## src/rtl/fetch_redirect_sched_pkg.sv

```systemverilog
// fetch_redirect_sched_pkg: shared fetch encodings for the redirect source and the redirect FSM state
package fetch_redirect_sched_pkg;
  typedef enum logic [1:0] {
    REDIR_NONE   = 2'b00,
    REDIR_ID     = 2'b01,
    REDIR_EX     = 2'b10,
    REDIR_COMMIT = 2'b11
  } redir_src_e;
  typedef enum logic [1:0] {
    IDLE   = 2'd0,
    FLUSH  = 2'd1,
    REFILL = 2'd2
  } fsm_state_e;
endpackage

```

## src/rtl/redirect_prio_sel.sv

```systemverilog
// redirect_prio_sel: commit > EX > ID priority mux with state-based accept mask; ports: three req/pc pairs, state, in-flight src in; accept/src/pc out
module redirect_prio_sel
  import fetch_redirect_sched_pkg::*;
#(
  parameter int PC_W = 32
) (
  input  logic            commit_req,
  input  logic [PC_W-1:0] commit_pc,
  input  logic            ex_req,
  input  logic [PC_W-1:0] ex_pc,
  input  logic            id_req,
  input  logic [PC_W-1:0] id_pc,
  input  fsm_state_e      state,
  input  redir_src_e      cur_src,
  output logic            accept,
  output redir_src_e      src,
  output logic [PC_W-1:0] pc
);
  logic idle;
  logic ex_ok;
  logic id_ok;
  assign idle = state == IDLE;
  // EX cannot override a commit redirect still in flight; ID only matters when nothing is in flight
  assign ex_ok = ex_req && (idle || cur_src != REDIR_COMMIT);
  assign id_ok = id_req && idle;
  always_comb begin
    accept = commit_req || ex_ok || id_ok;
    src = commit_req ? REDIR_COMMIT : ex_ok ? REDIR_EX : id_ok ? REDIR_ID : REDIR_NONE;
    pc = commit_req ? commit_pc : ex_ok ? ex_pc : id_pc;
  end
endmodule

```

## src/rtl/fetch_redirect_sched.sv

```systemverilog
// fetch_redirect_sched: arbitrates commit/EX/ID redirects, pulses redirect PC, flushes fetch for FLUSH_CYCLES then waits for refill; optional REDIRECT_STATS_EN adds per-source counters and statClr_i
module fetch_redirect_sched
  import fetch_redirect_sched_pkg::*;
#(
  parameter int PC_W         = 32,
  parameter int FLUSH_CYCLES = 2,
  parameter int CNT_W        = 16
) (
  input  logic            clk,
  input  logic            reset,
  input  logic            commitRedirect_i,
  input  logic [PC_W-1:0] commitPC_i,
  input  logic            exRedirect_i,
  input  logic [PC_W-1:0] exPC_i,
  input  logic            idRedirect_i,
  input  logic [PC_W-1:0] idPC_i,
  input  logic            fs1Ready_i,
`ifdef REDIRECT_STATS_EN
  input  logic            statClr_i,
  output logic [CNT_W-1:0] statCommit_o,
  output logic [CNT_W-1:0] statEx_o,
  output logic [CNT_W-1:0] statId_o,
`endif
  output logic            redirectValid_o,
  output logic [PC_W-1:0] redirectPC_o,
  output logic [1:0]      redirectSrc_o,
  output logic            flushFS1_o,
  output logic            flushFS2_o,
  output logic            stallFetch_o,
  output logic            busy_o
);
  fsm_state_e      state, state_n;
  logic [3:0]      cnt, cnt_n;
  redir_src_e      src_q, sel_src;
  logic [PC_W-1:0] sel_pc;
  logic            accept;
  redirect_prio_sel #(.PC_W(PC_W)) u_sel (
    .commit_req(commitRedirect_i),
    .commit_pc (commitPC_i),
    .ex_req    (exRedirect_i),
    .ex_pc     (exPC_i),
    .id_req    (idRedirect_i),
    .id_pc     (idPC_i),
    .state     (state),
    .cur_src   (src_q),
    .accept    (accept),
    .src       (sel_src),
    .pc        (sel_pc)
  );
  assign redirectSrc_o = src_q;
  // any accepted redirect (including preemption) restarts the flush window
  always_comb begin
    state_n = state;
    cnt_n = cnt;
    if (accept) begin
      state_n = FLUSH;
      cnt_n = 4'(FLUSH_CYCLES - 1);
    end else if (state == FLUSH) begin
      state_n = cnt == 4'd0 ? REFILL : FLUSH;
      cnt_n = cnt == 4'd0 ? cnt : cnt - 4'd1;
    end else if (state == REFILL && fs1Ready_i) begin
      state_n = IDLE;
    end
  end
  // outputs are registered from the next state so they line up with the state they describe
  always_ff @(posedge clk or negedge reset) begin
    if (!reset) begin
      state <= IDLE;
      cnt <= 4'd0;
      src_q <= REDIR_NONE;
      redirectValid_o <= 1'b0;
      redirectPC_o <= '0;
      flushFS1_o <= 1'b0;
      flushFS2_o <= 1'b0;
      stallFetch_o <= 1'b0;
      busy_o <= 1'b0;
    end else begin
      state <= state_n;
      cnt <= cnt_n;
      redirectValid_o <= accept;
      if (accept) begin
        src_q <= sel_src;
        redirectPC_o <= sel_pc;
      end
      flushFS1_o <= state_n == FLUSH;
      flushFS2_o <= state_n == FLUSH;
      stallFetch_o <= state_n == FLUSH;
      busy_o <= state_n != IDLE;
    end
  end
`ifdef REDIRECT_STATS_EN
  always_ff @(posedge clk or negedge reset) begin
    if (!reset) begin
      statCommit_o <= '0;
      statEx_o <= '0;
      statId_o <= '0;
    end else if (statClr_i) begin
      statCommit_o <= '0;
      statEx_o <= '0;
      statId_o <= '0;
    end else if (accept) begin
      if (sel_src == REDIR_COMMIT && !(&statCommit_o)) statCommit_o <= statCommit_o + 1'b1;
      if (sel_src == REDIR_EX && !(&statEx_o)) statEx_o <= statEx_o + 1'b1;
      if (sel_src == REDIR_ID && !(&statId_o)) statId_o <= statId_o + 1'b1;
    end
  end
`else
  logic unused_cnt_w;
  assign unused_cnt_w = ^CNT_W;
`endif
endmodule

```

## config.mk

```make
export PLATFORM = sky130hd
export DESIGN_NAME = fetch_redirect_sched
export DESIGN_NICKNAME = d
export VERILOG_FILES = /design/src/rtl/fetch_redirect_sched_pkg.sv /design/src/rtl/redirect_prio_sel.sv /design/src/rtl/fetch_redirect_sched.sv
export SDC_FILE = /design/constraint.sdc
export NUM_CORES = 1
export LEC_CHECK = 0
export ABC_AREA = 1
export ABC_CLOCK_PERIOD_IN_PS = 2100
export CAP_MARGIN = 0
export CORE_AREA = 10 10 97 99
export DETAILED_ROUTE_END_ITERATION = 12
export DIE_AREA = 0 0 107 109
export MAX_ROUTING_LAYER = met4
export PLACE_DENSITY = 0.77
export SYNTH_ARGS = -nofsm -noshare
export SYNTH_HDL_FRONTEND = slang
export SYNTH_HIERARCHICAL = 1
export SYNTH_SLANG_ARGS = --single-unit
export TNS_END_PERCENT = 5
```

## constraint.sdc

```tcl
create_clock -name clk -period 2.1 [get_ports clk]
set_clock_uncertainty 0.05 [all_clocks]
set_input_delay 0.315 -clock clk [delete_from_list [all_inputs] [get_ports clk]]
set_output_delay 0.315 -clock clk [all_outputs]
set_load 0.1 [all_outputs]
```

==> metrics.yaml, run 1 <==
clkSinkCount: 43
power_switching_mw: 2.52
hp-class: "in -> async"
grt_max_degree: 39
pin_count: 141
insertion_delay_ns: 0.29
drive_gt1_frac: 0.159
clock_path_buffers: 2
place_area_um2: 4220
core_area_um2: 7530
drv_slew: 0
post-route-worst-setup-slack_ns: 0.542
initial_utilization: 0.387
holdWs_ns: 0.307
path_class: "reg -> reg"
p_leak_nw: 2.41
cts_buffers: 5
grt_pass1_vias: 3158
use_met2: 0.291
synthesis.area_um2: 2910
numPortBuffers: 140
cts.htree.levels: 2
first_pass_iters: 4
final.min_clock_period_ns: 1.56
rows: 32
clock-root-buffer: "clkbuf_8"
final_core_util: 0.575
avgSynthCellArea_um2: 6.55
ys_ff_latch: 43
grtUsageMet3: 0.0354
globalplace.congestion: 0.790
via_per_inst: 4.61
arrival_ns: 1.73
r2r_cells: 9
clk_pin_slew_ns: 0.08
die_area_um2: 11700
dp_slack_ns: 0.245
r2r_slack_ns: 0.54
status: "completed"
top_usage_layer: "met2"
p_total_mw: 4.54
wl_um: 9500
pwr-share-seq: 0.259
pwr-share-clk: 0.119
yosysWarnings: 6
end_kind: "flip-flop"
finalSetupViolCount: 0
fin_cells: 680
cp.required_ns: 2.28
r2r-end: "redirectPC_o[28]"
final_cell_mix: "194 x nand2_1, 100 x clkdlybuf4s50_1, 69 x inv_1"
remaining_drc_errors: 0
p_per_area_nw_per_um2: 1050
antenna_cells: 0
regToRegStartpoint: "redirectSrc_o[1]"
ant_nets: 0
fin_setup_tns_ns: 0
synth_nets: 548
crit_fanout: 18
irDropWorstVdd_v: 0.000375
yosysUniqueCellTypes: 21
grtUsageMet1: 0.195
synth.area.top_cells: "dfrtp_1 37%, nand2_1 25%, nand3_1 12%"
tritoncts: "done"
rsz0062_at_grt: "no"
layout_commonest_cell: "nand2_1"
num_vias: 3138
intPower_mw: 2.02
hpwl_um: 7390
fp.dieW_um: 107
drt_iter0_drc: 110
grt_usage: 0.168
synth-seq-area-share: 0.369
fin_crit_sh: 0.742
dieHeight_um: 109
p_comb_frac: 0.623
final_area_um2: 4330
synth_cells: 445
slew_headroom: 0.673
yosysTopAreaCell: "dfrtp_1"
placed_cells: 671
ctsResizeCount: 0
max_cap_viol_count: 0
avgRoutedWirePerCell_um: 14.0
timing.fmax_mhz: 642
nNetsFinal: 680
syn_to_final_growth_pct: 48.4
grt-ovfl-total: 0
hold_viol: 0
worst_pin_slew_ns: 0.491
critPathLaunchType: "flip-flop"
yosysTopAreaCellShare: 0.369
grt_pass1_wl_um: 15500
antenna_found_initial: 0
p_sw_frac: 0.555
[cells in the mapped netlist]
cell type,number
buf_12,2
inv_1,69
nand2_8,2
xor2_1,1
o21ai_1,1
o21ai_0,1
nand4_1,1
a21oi_1,1
nand2_2,21
dfrtp_1,43
buf_4,5
clkbuf_1,2
ha_1,1
nand3_1,69
inv_4,2
buf_6,7
buf_2,11
nand2_4,2
inv_2,4
nor2_1,6
nand2_1,194
[power by group through the flow]
| stage | registers [mW] | logic, mW | clock network (mW) |
|---|---|---|---|
| 2_1_floorplan | 2.37 | 1.00 | 0 |
| 3_3_place_gp | 1.18 | 2.81 | 0 |
| 3_5_place_dp | 1.19 | 2.85 | 0 |
| 4_1_cts | 1.17 | 2.85 | 0.558 |
| 5_1_grt | 1.20 | 3.02 | 0.599 |
| 6_report | 1.17 | 2.83 | 0.539 |
[metal layers]
metal | wire (µm) | part of all wire
met1 | 3960 | 0.42
met2 | 4780 | 0.50
met3 | 676 | 0.071
met4 | 78 | 0.0082
met5 | 0 | 0
[registers in the layout, indices dropped and copies added (netlist names)]
| register | cells |
|---|---|
| redirectPC_o | 32 |
| cnt | 4 |
| redirectSrc_o | 2 |
| state | 2 |
| busy_o | 1 |
| redirectValid_o | 1 |
| stallFetch_o | 1 |
[worst max-delay path by stage]
stage	from	end	slack, ns	depth (start not counted)
2_1_floorplan	redirectSrc_o[0]	cnt[0]	0.13	11
3_3_place_gp	exRedirect_i	redirectPC_o[31]	0.31	7
3_5_place_dp	exRedirect_i	redirectPC_o[31]	0.24	7
4_1_cts	state[0]	redirectPC_o[28]	0.52	9
5_1_grt	state[0]	redirectPC_o[17]	0.39	9
6_report	redirectSrc_o[1]	redirectPC_o[28]	0.54	9
[layout make-up]
| class | count | area (µm²) |
|---|---|---|
| Inverter | 75 | 287 |
| Clock buffer | 7 | 86.3 |
| Multi-Input combinational cell | 300 | 1340 |
| Timing Repair Buffer | 152 | 1400 |
| Tap cell | 102 | 128 |
| Clock inverter | 1 | 5.00 |
| Fill cell | 717 | 3200 |
| Sequential cell | 43 | 1080 |
[worst max-delay path, stage by stage, from the launching register on]
cell and delay [ns]:
dfrtp_2 0.39, nand2_1 0.07, inv_2 0.09, nand2_8 0.12, nand2_8 0.09, nand3_2 0.12
inv_4 0.21, buf_4 0.21, nand2_1 0.06, nand2_1 0.06
[logic make-up (layout without fill, tap and decap cells)]
family,count (synthesis),in the layout,synth area share
compound gates,3,3,0.00515
flops,43,43,0.369
fa+ha+maj,1,1,0.00429
buf+inv,102,235,0.173
simple gates,295,295,0.445
xor+xnor,1,1,0.00301
[repair_timing]
item                       CTS  global route
hold endpoints to repair     5             0
hold buffers                 1             0
setup endpoints to repair    0             0
setup buffers                0             0
Power figures use the tool's default switching activity.
==> inputs of run 2 (changes only) <==
--- a/config.mk
+++ b/config.mk
@@ -6,7 +6,7 @@
 export NUM_CORES = 1
 export LEC_CHECK = 0
 export ABC_AREA = 1
-export ABC_CLOCK_PERIOD_IN_PS = 2100
+export ABC_CLOCK_PERIOD_IN_PS = 1500
 export CAP_MARGIN = 0
 export CORE_AREA = 10 10 97 99
 export DETAILED_ROUTE_END_ITERATION = 12
==> constraint.sdc (replaced) <==
create_clock -name clk -period 1.5 [get_ports clk]
set_clock_uncertainty 0.05 [all_clocks]
set_input_delay 0.225 -clock clk [delete_from_list [all_inputs] [get_ports clk]]
set_output_delay 0.225 -clock clk [all_outputs]
set_load 0.1 [all_outputs]
==> run 2 against run 1 <==
- sequential power grew 51%
- cell count rose by 2.4%
- sequential cell count unchanged
- power is 71% higher
- sequential share of layout area decreased by 3.6 points
- global-route usage rose by 0.64 points
- clock-buffer cell count down 1
- cell area is 18% higher
- critical path type unchanged
- highest routed layer unchanged
==> metrics.yaml, run 2 (synthesis gave the netlist of run 1 again) <==
numPortBuffers: 140  # unchanged
p_per_area_nw_per_um2: 1520  # +45%
final_core_util: 0.675  # +0.101
cts.htree.levels: 2  # unchanged
dieHeight_um: 109  # unchanged
placed_cells: 684  # +1.9%
ant_nets: 0  # unchanged
syn_to_final_growth_pct: 74.5
clock_path_buffers: 2  # unchanged
grt_max_degree: 30  # -23%
drt_iter0_drc: 109  # -0.91%
via_per_inst: 4.54  # -1.6%
first_pass_iters: 6  # +2
post-route-worst-setup-slack_ns: 0.0291  # -0.513 ns
max_stage_delay_ns: 0.48  # +0.09 ns
critPathLaunchType: "flip-flop"
crit_slowest_cell: "dfrtp_4"
antenna_found_initial: 0  # unchanged
rows: 32  # unchanged
nNetsFinal: 696  # +2.4%
clkSinkCount: 43  # unchanged
fin_setup_tns_ns: 0  # unchanged
grt_usage: 0.174  # +0.00641
regMostFlops: "redirectPC_o"
end_kind: "flip-flop"
worst_pin_slew_ns: 0.420  # -0.0710 ns
fillers: 645  # -10%
grt_pass1_wl_um: 16000  # +2.9%
final_cell_mix: "188 x nand2_1, 100 x clkdlybuf4s50_1, 69 x inv_1"
path_class: "reg -> reg"
timing.fmax_mhz: 680  # +5.9%
arrival_ns: 1.61  # -0.12 ns
rsz0062_at_grt: "yes"
cts_buffers: 5  # unchanged
dp_slack_ns: -0.190  # -0.435 ns
drive_gt1_frac: 0.194  # +0.0344
insertion_delay_ns: 0.29  # about the same
fin_crit_sh: 0.981  # +0.239
initial_utilization: 0.387  # unchanged
slew_headroom: 0.720  # +0.0473
drv_slew: 0  # unchanged
irDropWorstVdd_v: 0.000686  # +83%
pin_count: 141  # unchanged
final.min_clock_period_ns: 1.47  # -0.0867 ns
cp.required_ns: 1.64  # -0.64 ns
clock-root-buffer: "clkbuf_8"
globalplace.congestion: 0.852  # +7.9%
die_area_um2: 11700  # unchanged
tritoncts: "done"
grt_pass1_vias: 3264  # +3.4%
status: "completed"
avgRoutedWirePerCell_um: 14.5  # +3.7%
wl_um: 10100  # +6.1%
path_cells: "nand2_2 > inv_2 > nand2_8 > nand2_8 > nand3_4 > inv_6 > buf_4 > nand4_1 > nand2_1"
hpwl_um: 8070  # +9.2%
hp-class: "in -> async"
p_leak_nw: 2.71  # +13%
grt-ovfl-total: 0  # unchanged
core_area_um2: 7530  # unchanged
max_cap_viol_count: 0  # unchanged
largest_register_ffs: 32  # unchanged
antenna_cells: 0  # unchanged
remaining_drc_errors: 0  # unchanged
reg_top3: "redirectPC_o: 32 flops, cnt: 4 flops"
layout_commonest_cell: "nand2_1"
cpMostUsedCell: "nand2_8"
num_vias: 3162  # +0.76%
p_total_mw: 7.74  # +71%
hold_viol: 0  # unchanged
fin_cells: 696  # +2.4%
crit_fanout: 8  # -10
finalSetupViolCount: 0  # unchanged
clk_pin_slew_ns: 0.08  # about the same
fp.dieW_um: 107  # unchanged
-- run 2: cell count changes in the layout (fill, tap and decap cells not counted), sizes merged --
| cell | previous run | this run |
|---|---|---|
| buf | 51 | 66 |
| bufinv | 0 | 2 |
| clkinv | 1 | 0 |
-- run 2: repair_timing --
action,4_1_cts,5_1_grt
gates cloned,0,1
gates resized for setup,1,11
setup endpoints to repair,18,34
hold endpoints to repair,15,0
setup buffers,2,0
hold buffers,1,0
pin swaps,0,3
-- run 2: stage by stage --
| stage | cell area [µm²] | hold WS [ns] |
|---|---|---|
| after floorplan | 2930 | -0.121 |
| after global placement | 4850 | 0.123 |
| after detailed placement | 4850 | 0.133 |
| after CTS | 5020 | 0.360 |
| after global routing | 5080 | 0.363 |
| final | 5080 | 0.339 |
-- run 2: layer usage --
metal,wire (µm),global-route usage,part of all wire
met3,549,0.0448,0.054
met4,95,0.0387,0.0094
met2,5240,0.317,0.52
met1,4200,0.187,0.42
met5,0,-,0
-- run 2: worst paths after layout --
| path | start | endpoint | slack, ns | cells after the start |
|---|---|---|---|---|
| min reg2reg | redirectPC_o[5] | redirectPC_o[5] | 0.48 | 2 |
| max reg2reg | redirectSrc_o[1] | cnt[3] | 0.03 | 9 |
| min in group clk | redirectPC_o[5] | redirectPC_o[5] | 0.48 | 2 |
| max in group asynchronous | reset | redirectSrc_o[1] | 0.55 | 3 |
| max | redirectSrc_o[1] | cnt[3] | 0.03 | 9 |
| min | reset | redirectPC_o[24] | 0.34 | 2 |
-- run 2: layout make-up --
| type | instances | area (µm²) | area share |
|---|---|---|---|
| repair buffers | 168 | 2090 | 0.410 |
| multi-input cells | 300 | 1370 | 0.269 |
| flip-flops and latches | 43 | 1080 | 0.213 |
| inverters | 75 | 289 | 0.0569 |
| well taps | 102 | 128 | 0.0251 |
| clock buffers | 6 | 72.6 | 0.0143 |
| clock inverters | 2 | 60.1 | 0.0118 |
-- run 2: worst max-delay path: cells and delay by family, from the launching register on --
kind	cells	cell delay (ns)
and+or+nand+nor	6	0.54
DFF	1	0.48
buffers and inverters	3	0.27
-- run 2: power by group --
part / internal [mW] / switching [mW] / leakage (nW) / total, mW
Clock: 0.666 / 0.402 / 0.0654 / 1.07
Combinational: 1.83 / 3.07 / 2.13 / 4.91
Sequential: 1.46 / 0.313 / 0.513 / 1.77
==> inputs of run 3 (changes only) <==
--- a/config.mk
+++ b/config.mk
@@ -8,11 +8,11 @@
 export ABC_AREA = 1
 export ABC_CLOCK_PERIOD_IN_PS = 1500
 export CAP_MARGIN = 0
-export CORE_AREA = 10 10 97 99
+export CORE_AREA = 10 10 96 98
 export DETAILED_ROUTE_END_ITERATION = 12
-export DIE_AREA = 0 0 107 109
+export DIE_AREA = 0 0 106 108
 export MAX_ROUTING_LAYER = met4
-export PLACE_DENSITY = 0.77
+export PLACE_DENSITY = 0.79
 export SYNTH_ARGS = -nofsm -noshare
 export SYNTH_HDL_FRONTEND = slang
 export SYNTH_HIERARCHICAL = 1
==> run 3 against run 2 <==
- worst setup slack better by 0.039 ns
- clock power down 30%
- power down 4.4%
==> metrics.yaml, run 3 (synthesis gave the netlist of run 1 again) <==
slew_headroom: 0.712  # -0.00873
p_sw_frac: 0.508  # +0.0183
fin_crit_sh: 0.955  # -0.0257
wl_um: 9860  # -2.2%
arrival_ns: 1.57  # -0.04 ns
avgRoutedWirePerCell_um: 14.3  # -1.5%
p_per_area_nw_per_um2: 1480  # -2.9%
fillers: 643  # -0.31%
power_switching_mw: 3.76  # -0.83%
drive_gt1_frac: 0.180  # -0.0136
numPortBuffers: 140  # unchanged
drv_slew: 0  # unchanged
final_cell_mix: "192 x nand2_1, 100 x clkdlybuf4s50_1, 69 x inv_1"
cp.required_ns: 1.64  # about the same
clock_path_buffers: 2  # unchanged
reg_top3: "redirectPC_o: 32 flops, cnt: 4 flops"
regMostFlops: "redirectPC_o"
antenna_found_initial: 0  # unchanged
initial_utilization: 0.391  # +0.00416
remaining_drc_errors: 0  # unchanged
largest_register_ffs: 32  # unchanged
dieHeight_um: 108  # -0.92%
finalSetupViolCount: 0  # unchanged
hpwl_um: 8120  # +0.70%
rsz0062_at_grt: "yes"
final_core_util: 0.672  # -0.00349
cts.htree.levels: 2  # unchanged
end_kind: "flip-flop"
ant_nets: 0  # unchanged
insertion_delay_ns: 0.29  # about the same
worst_pin_slew_ns: 0.433  # +0.0131 ns
p_comb_frac: 0.659  # +0.025
antenna_cells: 0  # unchanged
top_usage_layer: "met2"
num_vias: 3174  # +0.38%
grtUsageMet3: 0.0339  # -0.0109
p_leak_nw: 2.67  # -1.6%
multi_input_comb_area_um2: 1350  # -0.92%
cts_buffers: 5  # unchanged
final.min_clock_period_ns: 1.43  # -0.0386 ns
fp.dieW_um: 106  # -0.93%
path_class: "reg -> reg"
clkSinkCount: 43  # unchanged
nNetsFinal: 691  # -0.72%
irDropWorstVdd_v: 0.000584  # -15%
post-route-worst-setup-slack_ns: 0.0677  # +0.0386 ns
grt_max_degree: 28  # -6.7%
dp_slack_ns: -0.166  # +0.0242 ns
clock-root-buffer: "clkbuf_8"
tritoncts: "done"
status: "completed"
holdWs_ns: 0.357  # +0.0178 ns
crit_fanout: 20  # +12
max_cap_viol_count: 0  # unchanged
clk_pin_slew_ns: 0.08  # about the same
grt-ovfl-total: 0  # unchanged
drt_iter0_drc: 116  # +6.4%
grt_usage: 0.175  # +0.00110
pwr-share-seq: 0.240  # +0.012
first_pass_iters: 4  # -2
intPower_mw: 3.65  # -7.8%
pwr-share-clk: 0.102  # -0.036
seq_area_um2: 1080  # unchanged
die_area_um2: 11400  # -1.8%
syn_to_final_growth_pct: 71.7
rows: 32  # unchanged
grt_pass1_vias: 3336  # +2.2%
globalplace.congestion: 0.830  # -2.6%
grt_pass1_wl_um: 16000  # +0.48%
grtUsageMet1: 0.197  # +0.00971
use_met2: 0.312  # -0.00467
core_area_um2: 7450  # -1.1%
critPathLaunchType: "flip-flop"
layout_commonest_cell: "nand2_1"
hp-class: "in -> async"
pin_count: 141  # unchanged
hold_viol: 0  # unchanged
via_per_inst: 4.59  # +1.1%
timing.fmax_mhz: 698  # +2.7%
==> run 3: changes by cell type in the layout (fill, tap and decap cells not counted), sizes merged <==
cell,previous run,this run
bufinv,2,0
buf,66,62
clkinv,0,1
==> run 3: path summary, 6_finish.rpt <==
| kind | from | end | slack [ns] | depth (start not counted) |
|---|---|---|---|---|
| min in group clk | cnt[0] | cnt[0] | 0.48 | 2 |
| worst max-delay path | redirectSrc_o[1] | redirectPC_o[20] | 0.07 | 9 |
| worst min register to register | cnt[0] | cnt[0] | 0.48 | 2 |
| max in group asynchronous | reset | redirectSrc_o[1] | 0.55 | 3 |
| worst min-delay path | reset | redirectPC_o[25] | 0.36 | 2 |
| worst max register to register | redirectSrc_o[1] | redirectPC_o[20] | 0.07 | 9 |
==> run 3: layout make-up <==
cell class,count,area share
clock buffers,7,0.0173
clock inverters,1,0.00100
inverters,75,0.0583
multi-input cells,300,0.270
flip-flops and latches,43,0.217
well taps,102,0.0255
repair buffers,163,0.411
==> run 3: metal layers <==
metal	share of wire	vias to the layer above
met1	0.40	1445
met5	0	-
met3	0.060	12
met4	0.016	0
li1	-	1602
met2	0.52	115
==> run 3: per-stage QoR <==
step           power [mW]  TNS (ns)  area, µm²  cells
4_1_cts              7.41         0       4970    690
6_report             7.40         0       5000    691
2_1_floorplan        4.73    -11.68       2930    445
3_3_place_gp         6.54     -3.69       4870    681
3_5_place_dp         6.65     -5.13       4870    681
5_1_grt              7.76   -0.0356       5000    691
==> run 3: critical path: stages (launching register included) <==
cell and delay, ns:
dfrtp_4 0.48, nand2_2 0.07, inv_2 0.05, nand2_8 0.10, buf_12 0.16, nand3_1 0.10, nand3_1 0.11, nand2_1 0.06
nand2_1 0.07, nand2_1 0.05
==> run 3: timing repair <==
action / CTS / global route
hold endpoints to repair: 16 / 0
resized for setup: 0 / 8
hold buffers: 1 / 0
buffers inserted: 0 / 1
setup endpoints to repair: 0 / 40
==> run 3: power by group through the flow <==
stage | combinational [mW] | sequential (mW) | clock, mW
floorplan | 1.41 | 3.33 | 0
global placement | 4.77 | 1.77 | 0
detailed placement | 4.86 | 1.80 | 0
CTS | 4.87 | 1.78 | 0.766
global route | 5.14 | 1.81 | 0.807
finish | 4.88 | 1.77 | 0.754
